File: config.mk
export PLATFORM = sky130hd
export DESIGN_NAME = rnd_code_picker
export DESIGN_NICKNAME = d
export VERILOG_FILES = /design/src/rtl/bomb_pkg.sv /design/src/rtl/rnd_digit_filter.sv /design/src/rtl/rnd_code_picker.sv
export SDC_FILE = /design/constraint.sdc
export NUM_CORES = 1
export LEC_CHECK = 0
export CAP_MARGIN = 20
export CORE_MARGIN = 3
export CORE_UTILIZATION = 45
export CTS_CLUSTER_DIAMETER = 60
export DETAILED_ROUTE_END_ITERATION = 12
export PLACE_DENSITY = 0.84
export SLEW_MARGIN = 20
export SYNTH_ARGS = -nofsm -noshare
export SYNTH_HDL_FRONTEND = slang
export SYNTH_SLANG_ARGS = --single-unit
File: constraint.sdc
create_clock -name clk -period 6.4 [get_ports clk]
set_input_delay 1.28 -clock clk [delete_from_list [all_inputs] [get_ports clk]]
set_output_delay 1.28 -clock clk [all_outputs]
set_load 0.02 [all_outputs]
File: src/rtl/bomb_pkg.sv
// ---------------------------------------------------------------------------
// bomb_pkg
// Shared definitions for the bomb game blocks.
//   game_state_e  : game-wide state encoding carried on current_state buses
//   DIGIT_W       : width of one decimal code digit
//   pick_state_e  : internal FSM encoding of rnd_code_picker
// ---------------------------------------------------------------------------
package bomb_pkg;

   localparam int DIGIT_W      = 4;
   localparam int GAME_STATE_W = 3;

   typedef enum logic [GAME_STATE_W-1:0] {
      IDLE              = 3'd0,
      ATIVATING         = 3'd1,
      ATIVATED          = 3'd2,
      DETONATING        = 3'd3,
      MISSION_FAILED    = 3'd4,
      MISSION_SUCCESSED = 3'd5
   } game_state_e;

   typedef enum logic [1:0] {
      S_IDLE = 2'd0,
      S_DRAW = 2'd1,
      S_FILL = 2'd2
   } pick_state_e;

endpackage

File: src/rtl/rnd_digit_filter.sv
// ---------------------------------------------------------------------------
// rnd_digit_filter
// Combinational digit checker shared by the draw and fill phases of
// rnd_code_picker.
//   nibble       in  candidate digit (raw LFSR nibble)
//   code         in  code assembled so far, digit i at [4i+3:4i]
//   idx          in  number of digits already accepted
//   accept       out candidate is in range and (if UNIQUE) not a repeat
//   first_unused out smallest legal value not yet in the code (0 if !UNIQUE)
// ---------------------------------------------------------------------------
module rnd_digit_filter
   import bomb_pkg::*;
#(
   parameter int DIGITS    = 4,
   parameter int DIGIT_MAX = 9,
   parameter int UNIQUE    = 1,
   parameter int IDX_W     = 3
) (
   input  logic [DIGIT_W-1:0]        nibble,
   input  logic [DIGITS*DIGIT_W-1:0] code,
   input  logic [IDX_W-1:0]          idx,
   output logic                      accept,
   output logic [DIGIT_W-1:0]        first_unused
);

   logic [DIGITS-1:0] filled;    // slot holds an accepted digit
   logic [DIGITS-1:0] dup_hit;   // slot matches the candidate
   logic [DIGIT_MAX:0] used;     // value already present in the code
   logic               found;

   // Slots at or beyond idx still hold the cleared value 0, so they must be
   // masked out or a legal 0 would look like a duplicate.
   for (genvar g = 0; g < DIGITS; g++) begin : g_slot
      assign filled[g]  = idx > IDX_W'(g);
      assign dup_hit[g] = filled[g] && (code[g*DIGIT_W +: DIGIT_W] == nibble);
   end

   always_comb begin
      used = '0;
      for (int v = 0; v <= DIGIT_MAX; v++) begin
         for (int i = 0; i < DIGITS; i++) begin
            if (filled[i] && (code[i*DIGIT_W +: DIGIT_W] == DIGIT_W'(v)))
               used[v] = 1'b1;
         end
      end
   end

   // Lowest-value priority pick over the unused set.
   always_comb begin
      first_unused = '0;
      found        = 1'b0;
      if (UNIQUE != 0) begin
         for (int v = 0; v <= DIGIT_MAX; v++) begin
            if (!found && !used[v]) begin
               first_unused = DIGIT_W'(v);
               found        = 1'b1;
            end
         end
      end
   end

   assign accept = (nibble <= DIGIT_W'(DIGIT_MAX)) &&
                   ((UNIQUE == 0) || (dup_hit == '0));

endmodule

File: src/rtl/rnd_code_picker.sv
// ---------------------------------------------------------------------------
// rnd_code_picker
// Builds a DIGITS-long decimal defuse code from the LFSR word by rejection
// sampling one nibble every four cycles. If MAX_SAMPLES draws do not finish
// the code, the remaining digits are filled deterministically, one per cycle.
//   clk, rst       clock, synchronous active-high reset
//   current_state  game state; IDLE aborts a draw in progress
//   rnd            LFSR word, low nibble is sampled
//   gen_req        single-cycle request for a new code
//   busy           draw or fill in progress
//   code           digit i at [4i+3:4i], digit 0 drawn first
//   code_valid     code complete and stable
//   fallback       at least one digit came from the fill
// ---------------------------------------------------------------------------
module rnd_code_picker
   import bomb_pkg::*;
#(
   parameter int DIGITS      = 4,
   parameter int DIGIT_MAX   = 9,
   parameter int UNIQUE      = 1,
   parameter int MAX_SAMPLES = 64
) (
   input  logic                        clk,
   input  logic                        rst,
   input  logic [GAME_STATE_W-1:0]     current_state,
   input  logic [31:0]                 rnd,
   input  logic                        gen_req,
   output logic                        busy,
   output logic [DIGITS*DIGIT_W-1:0]   code,
   output logic                        code_valid,
   output logic                        fallback
);

   localparam int IDX_W = $clog2(DIGITS + 1);
   localparam int CNT_W = $clog2(MAX_SAMPLES + 1);

   // Parameter sanity: a unique code needs enough distinct digit values.
   if (DIGITS < 1 || DIGITS > 8) begin : g_bad_digits
      $error("rnd_code_picker: DIGITS must be in 1..8");
   end
   if (DIGIT_MAX > 15 || DIGIT_MAX < 0) begin : g_bad_digit_max
      $error("rnd_code_picker: DIGIT_MAX must fit in one nibble");
   end
   if (UNIQUE != 0 && DIGIT_MAX + 1 < DIGITS) begin : g_bad_unique
      $error("rnd_code_picker: not enough distinct digits for UNIQUE code");
   end
   if (MAX_SAMPLES < 1) begin : g_bad_samples
      $error("rnd_code_picker: MAX_SAMPLES must be at least 1");
   end

   pick_state_e                state_q, state_d;
   logic [DIGITS*DIGIT_W-1:0]  code_q, code_d;
   logic                       valid_q, valid_d;
   logic                       fb_q, fb_d;
   logic [IDX_W-1:0]           idx_q, idx_d;
   logic [CNT_W-1:0]           cnt_q, cnt_d;
   logic [1:0]                 phase_q, phase_d;

   logic                       req_ok;
   logic                       abort;
   logic                       sample_now;
   logic                       last_digit;
   logic                       sample_limit;
   logic                       filt_accept;
   logic [DIGIT_W-1:0]         filt_first_unused;
   logic                       wr_en;
   logic [DIGIT_W-1:0]         wr_digit;

   // Only the low nibble is consumed; four LFSR shifts refresh it.
   logic unused_rnd;
   assign unused_rnd = ^rnd[31:DIGIT_W];

   assign req_ok       = (state_q == S_IDLE) && gen_req &&
                         (current_state != GAME_STATE_W'(IDLE));
   assign abort        = (state_q != S_IDLE) &&
                         (current_state == GAME_STATE_W'(IDLE));
   assign sample_now   = (state_q == S_DRAW) && (phase_q == 2'd3);
   assign last_digit   = (idx_q == IDX_W'(DIGITS - 1));
   // cnt_q counts samples already taken, so this flags the final one.
   assign sample_limit = (cnt_q == CNT_W'(MAX_SAMPLES - 1));

   rnd_digit_filter #(
      .DIGITS    (DIGITS),
      .DIGIT_MAX (DIGIT_MAX),
      .UNIQUE    (UNIQUE),
      .IDX_W     (IDX_W)
   ) u_filter (
      .nibble       (rnd[DIGIT_W-1:0]),
      .code         (code_q),
      .idx          (idx_q),
      .accept       (filt_accept),
      .first_unused (filt_first_unused)
   );

   // ---------------- FSM: state register ----------------
   always_ff @(posedge clk) begin
      if (rst) state_q <= S_IDLE;
      else     state_q <= state_d;
   end

   // ---------------- FSM: next state ----------------
   always_comb begin
      state_d = state_q;
      case (state_q)
         S_IDLE: if (req_ok) state_d = S_DRAW;
         S_DRAW: begin
            if (abort) begin
               state_d = S_IDLE;
            end else if (sample_now) begin
               // A digit landing on the final sample still completes normally.
               if (filt_accept && last_digit) state_d = S_IDLE;
               else if (sample_limit)         state_d = S_FILL;
            end
         end
         S_FILL: begin
            if (abort || last_digit) state_d = S_IDLE;
         end
         default: state_d = S_IDLE;
      endcase
   end

   // ---------------- FSM: outputs ----------------
   always_comb begin
      busy       = (state_q != S_IDLE);
      code       = code_q;
      code_valid = valid_q;
      fallback   = fb_q;
   end

   // ---------------- datapath next values ----------------
   always_comb begin
      code_d   = code_q;
      valid_d  = valid_q;
      fb_d     = fb_q;
      idx_d    = idx_q;
      cnt_d    = cnt_q;
      phase_d  = phase_q;
      wr_en    = 1'b0;
      wr_digit = filt_first_unused;

      case (state_q)
         S_IDLE: begin
            if (req_ok) begin
               code_d  = '0;
               valid_d = 1'b0;
               fb_d    = 1'b0;
               idx_d   = '0;
               cnt_d   = '0;
               phase_d = '0;
            end
         end
         S_DRAW: begin
            if (abort) begin
               code_d  = '0;
               valid_d = 1'b0;
               fb_d    = 1'b0;
            end else begin
               phase_d = phase_q + 2'd1;
               if (sample_now) begin
                  cnt_d = cnt_q + CNT_W'(1);
                  if (filt_accept) begin
                     wr_en    = 1'b1;
                     wr_digit = rnd[DIGIT_W-1:0];
                     if (last_digit) valid_d = 1'b1;
                  end
               end
            end
         end
         S_FILL: begin
            if (abort) begin
               code_d  = '0;
               valid_d = 1'b0;
               fb_d    = 1'b0;
            end else begin
               wr_en = 1'b1;
               fb_d  = 1'b1;
               if (last_digit) valid_d = 1'b1;
            end
         end
         default: ;
      endcase

      if (wr_en) begin
         for (int i = 0; i < DIGITS; i++) begin
            if (idx_q == IDX_W'(i)) code_d[i*DIGIT_W +: DIGIT_W] = wr_digit;
         end
         idx_d = idx_q + IDX_W'(1);
      end
   end

   // ---------------- datapath registers ----------------
   always_ff @(posedge clk) begin
      if (rst) begin
         code_q  <= '0;
         valid_q <= 1'b0;
         fb_q    <= 1'b0;
         idx_q   <= '0;
         cnt_q   <= '0;
         phase_q <= '0;
      end else begin
         code_q  <= code_d;
         valid_q <= valid_d;
         fb_q    <= fb_d;
         idx_q   <= idx_d;
         cnt_q   <= cnt_d;
         phase_q <= phase_d;
      end
   end

endmodule

# After elaboration in Yosys (flattened, before gate mapping)
# Cells that the tools add are included.
# classes
n_addsub,3
order_cmp,5
n_eq_ne,55
mux,101
reduce_logical,98
# op_table
cell,n
"4-bit by 3-bit equality test with 1-bit output, second input constant",16
1-bit two-way mux,61
1-bit logical AND,59
16-bit two-way mux,3
4-bit two-way mux,10
"4-bit by 2-bit equality test with 1-bit output, second input constant",8
"4-bit equality test, second input constant",8
16-bit case mux with 2 select lines,1
3-bit two-way mux,7
7-bit two-way mux,3
4-bit logical NOT,5
2-bit two-way mux,10
1-bit logical NOT,17
"4-bit by 1-bit equality test with 1-bit output, second input constant",4
4-bit equality test,4
7-bit case mux with 2 select lines,1
4-bit AND reduction,3
"2-bit != test, second input constant",5
2-bit nonzero test,4
"7-bit by 1-bit adder with 7-bit output, second input constant",1
"7-bit by 6-bit equality test with 1-bit output, second input constant",1
"3-bit by 2-bit equality test with 1-bit output, second input constant",2
"3-bit by 1-bit > comparator with 1-bit output, second input constant",2
"3-bit by 2-bit > comparator with 1-bit output, second input constant",2
other kinds (19),25
# word_totals
register_bits,32
out_inout_bits,19
elab_cells,269

# Longest topological paths before layout
# logic_depth
word_depth,39
depth_mapped,11
depth_no_buf,9

# Cells and area by module
# A second synthesis with hierarchy kept.
# unflattened
cells_unflattened,257
area_unflattened_um2,2134.5
# modules_own_cells
mod,instances,cells_per_inst,area_each_um2
rnd_code_picker,1,187,1670.4
rnd_digit_filter,1,70,464.2

# Worst setup path before layout
# No wires, ideal clock.
# synth_timing
kind,input -> register
startpoint,in rnd[0]
endpoint,reg code_q[15] (netlist: code[15])
setup_time_ns,0.065
t_arrival_ns,2.989
required_ns,6.335
setup_slack_ns,3.346
path_stages,9
path_buffers,2
path_cell_list,buf_2 xor2_1 nor4_1 nand2_1 and3_4 buf_4 a32oi_2 mux2_2 nor2_1
# synth_between
elab_chain_cells,10
word_cells_on_any_way,21
classes_between,1 x order compare; 4 x eq/ne; 10 x mux; 6 x reduce/logical
# synth_lines
item,line,text
from (decl),rnd_code_picker.sv:26,"input logic [31:0] rnd,"
4-bit equality test,rnd_digit_filter.sv:35,assign dup_hit[g] = filled[g] && (code[g*DIGIT_W +: DIGIT_W] == nibble);
1-bit logical AND,rnd_digit_filter.sv:35,
4-bit logical NOT,rnd_digit_filter.sv:63,((UNIQUE == 0) || (dup_hit == '0));
1-bit logical AND (*),rnd_digit_filter.sv:62,assign accept = (nibble <= DIGIT_W'(DIGIT_MAX)) &&
4-bit two-way mux,rnd_code_picker.sv:161,if (filt_accept) begin
4-bit two-way mux,rnd_code_picker.sv:159,if (sample_now) begin
4-bit two-way mux,rnd_code_picker.sv:153,if (abort) begin
4-bit two-way mux,rnd_code_picker.sv:141,case (state_q)
4-bit two-way mux,rnd_code_picker.sv:185,if (idx_q == IDX_W'(i)) code_d[i*DIGIT_W +: DIGIT_W] = wr_digit;
16-bit two-way mux (*),rnd_code_picker.sv:183,if (wr_en) begin
to (signal assigned),rnd_code_picker.sv:201,code_q <= code_d;
to (decl),rnd_code_picker.sv:52,"logic [DIGITS*DIGIT_W-1:0] code_q, code_d;"
# Every way passes the cells marked *; elsewhere a longest branch is shown, timed or not.
# A chain may end at the register's enable or synchronous reset.

# Final worst setup path
# layout_timing
startpoint,in rnd[3]
endpoint,reg code_q[13] (netlist: code[13])
# Same word-level chain as after synthesis.

==> metrics.md <==
| Metric | Value |
|---|---|
| Status | `finished clean` |
| Worst-Margin Slew | `0.7809 ns` |
| Met2 GRT Util | `33.36%` |
| First-pass GRT wire length | `9956 µm` |
| Commonest non-fill, non-tap cell in the layout | `dfxtp_1` |
| Post-synthesis sequential area ratio | `28.26%` |
| Slew HR | `47.11%` |
| Final net count | `345` |
| WS Path Type | `in2reg` |
| Reg power frac | `34.9%` |
| Hold crit path type | `reg2reg` |
| Via Count | `2197` |
| Clk pwr share | `35.1%` |
| Post-synth EDFFs | `0` |
| R2R setup slack | `3.52 ns` |
| Root buf cell | `clkbuf_8` |
| Final setup vio count | `0` |
| Die height | `76.98 µm` |
| Min-Delay Endpoint | `fallback$_SDFFE_PP0P_` |
| Req. time, crit path | `6.60 ns` |
| Gate power share | `30.0%` |
| Die X | `76.98 µm` |
| # DRC | `0` |
| Most Crowded Layer GR | `met2` |
| Layout cells sized above 1 | `8.081%` |
| Clk sink count | `32` |
| Final Cell Area | `2683 µm²` |
| WL final | `5693 µm` |
| Max-cap violations | `0` |
| RSZ-0062 raised after global routing | `no` |
| Worst slack, placed | `2.436 ns` |
| First-pass DRT Iterations | `4` |
| Antenna-violating nets left | `0` |
| RR Endpoint | `code[13]$_SDFF_PP0_` |
| I/O Buffers | `28` |
| CTS resizes | `0` |
| CTS tree | `yes` |
| Post-place instance area | `2556 µm²` |
| Period minus WS final | `3.578 ns` |
| Reg-to-reg startpoint | `idx_q[0]$_SDFFE_PP0P_` |
| Final total negative setup slack | `0 ns` |
| H-tree levels | `2` |
| Placement Rows | `25` |
| Peak Freq | `0.2795 GHz` |
| Fill cell count | `436` |
| Crit path max fanout | `7` |
| Tot GR Track Use | `20.52%` |
| Die ar. | `5926 µm²` |
| Setup ws final | `2.822 ns` |
| Clk Latency, worst-skew pair | `0.29 ns` |
| # IOs | `57` |
| Met3 Usage GRT | `4.577%` |
| Worst setup SP type | `input port` |
| Vias in the first global route | `2107` |
| Setup bufs post-CTS | `0` |
| Clk pin slew, worst setup/hold paths | `0.07 ns` |
| Initial antenna violation count | `0` |
| #FFs+latches synth | `32` |
| Starting DRT DRC Count | `199` |
| Internal power | `0.4024 mW` |
| Layout overhead on the synthesized area | `18.32%` |
| Hold Vio Cnt, Final | `0` |
| Psw | `0.2084 mW` |
| Ant diodes | `0` |
| Starting Density | `47.37%` |
| P_leak | `0.9489 nW` |
| Mapped Nets | `323` |
| Commonest register cell after synthesis | `dfxtp_1` |
| Max-slew violation count | `0` |
| Peak VDD IR | `0.1314 mV` |
| CTS Buf Count | `5` |
| Global routing usage on met1 | `25.82%` |
| Gpl congestion | `0.8640` |
| Worst hold start | `fallback$_SDFFE_PP0P_` |
| Cell count after synthesis | `274` |
| PwrDens | `227.7 nW/µm²` |
| Crit. End Element | `flop` |
| Largest net degree at the start of global routing | `26` |
| Power, Total | `0.6108 mW` |
| Cts hold-fix bufs | `0` |
| Synth warn | `0` |
| Core area | `4786 µm²` |
| GRT overflow | `0` |
| Routed WL per cell | `15.64 µm` |
| Sw frac | `34.12%` |
| Syn Area/Cell | `8.274 µm²` |
| Final period util | `55.91%` |
| Synth unique cells | `60` |
| Util after Layout | `56.05%` |
| Worst Hold Depth | `2` |
| Critical Path AT | `3.78 ns` |
| Mapped Area | `2267 µm²` |
| Most frequent cells in the layout | `dfxtp_1, clkdlybuf4s50_1, nand2_1` |
| R2R depth | `9` |
| Clock Skews | `0.005604 ns` |
| Clock Tree Buf Depth | `2` |
| Asr flop ratio synth | `0%` |
| HPWL Detailed | `4174 µm` |
| Via/cell ratio | `6.036` |
cell usage after synthesis, types with 3 or more instances:
library cell / n / area, µm²
ha_1: 11 / 137.6
nand4_1: 12 / 75.07
o21ai_0: 6 / 30.03
o31ai_1: 4 / 30.03
xnor2_1: 9 / 78.83
and3_1: 6 / 37.54
nor2_1: 22 / 82.58
a21oi_1: 14 / 70.07
a211oi_1: 6 / 45.04
dfxtp_1: 32 / 640.6
nand2_1: 24 / 90.09
clkbuf_1: 3 / 11.26
a2bb2oi_1: 3 / 26.28
mux2_2: 3 / 33.78
o32ai_1: 3 / 26.28
nor3_1: 5 / 25.02
o2111ai_1: 5 / 43.79
xor2_1: 13 / 113.9
nor4_1: 7 / 43.79
nand3_1: 8 / 40.04
buf_2: 5 / 25.02
inv_1: 15 / 56.30
a2111oi_1: 4 / 40.04
how the worst max path moves through the flow:
stage	start	to	slack (ns)	cells past startpoint
after CTS	current_state[1]	code[8]$_SDFF_PP0_	2.73	6
after floorplan	rnd[0]	code[15]$_SDFF_PP0_	3.35	9
after detailed placement	current_state[1]	code[8]$_SDFF_PP0_	2.44	6
final	rnd[3]	code[13]$_SDFF_PP0_	2.82	8
after global placement	current_state[1]	code[8]$_SDFF_PP0_	2.46	6
after global routing	rnd[2]	code[13]$_SDFF_PP0_	2.67	8
kinds of logic after synthesis:
| logic type | count (synthesis) | synth area share, % |
|---|---|---|
| buf+inv | 29 | 6.125 |
| fa+ha+maj | 11 | 6.071 |
| simple gates | 107 | 25.61 |
| mux | 4 | 1.931 |
| flops | 32 | 28.26 |
| compound gates | 69 | 23.51 |
| xor+xnor | 22 | 8.499 |
worst max-delay path, stage by stage:
cell and delay, ns:
clkdlybuf4s50_1 0.69, xnor2_1 0.17, nand4_1 0.17, nor3_1 0.40, nor3_2 0.16, a211oi_1 0.53, nor2_1 0.15, o31ai_1 0.25
cell type report:
cell class / count / area (µm²) / area share (%)
tap: 67 / 83.83 / 3.125
timing repair buffer: 29 / 287.8 / 10.73
clock buffer: 7 / 96.34 / 3.591
clock inverter: 1 / 30.03 / 1.119
sequential: 32 / 640.6 / 23.88
inverter: 15 / 56.30 / 2.099
multi-input combinational: 213 / 1488 / 55.46
power groups by stage:
| stage | registers [mW] | clock network [mW] | logic (mW) |
|---|---|---|---|
| after CTS | 0.213 | 0.218 | 0.182 |
| after global routing | 0.215 | 0.227 | 0.205 |
| final | 0.213 | 0.214 | 0.183 |
| after floorplan | 0.216 | 0 | 0.141 |
| after detailed placement | 0.218 | 0 | 0.178 |
| after global placement | 0.218 | 0 | 0.174 |
stage by stage:
step | hold WS, ns | instances
floorplan | 0.4356 | 274
global placement | 0.4433 | 356
detailed placement | 0.4542 | 356
CTS | 0.4636 | 364
global route | 0.4910 | 364
finish | 0.4578 | 364
state kept, by name (all words and copies together), names as in the netlist:
register and flops:
fallback 1, cnt_q 7, code 16, state_q 2, idx_q 3, code_valid 1, phase_q 2
per-layer routing:
metal  share of wire (%)  vias up
met5                   0        -
met4                 2.8        0
met3                 4.9       21
met2                  48       75
met1                  44     1033
li1                    -     1068
Note: power is estimated with default switching activity, not from simulation.
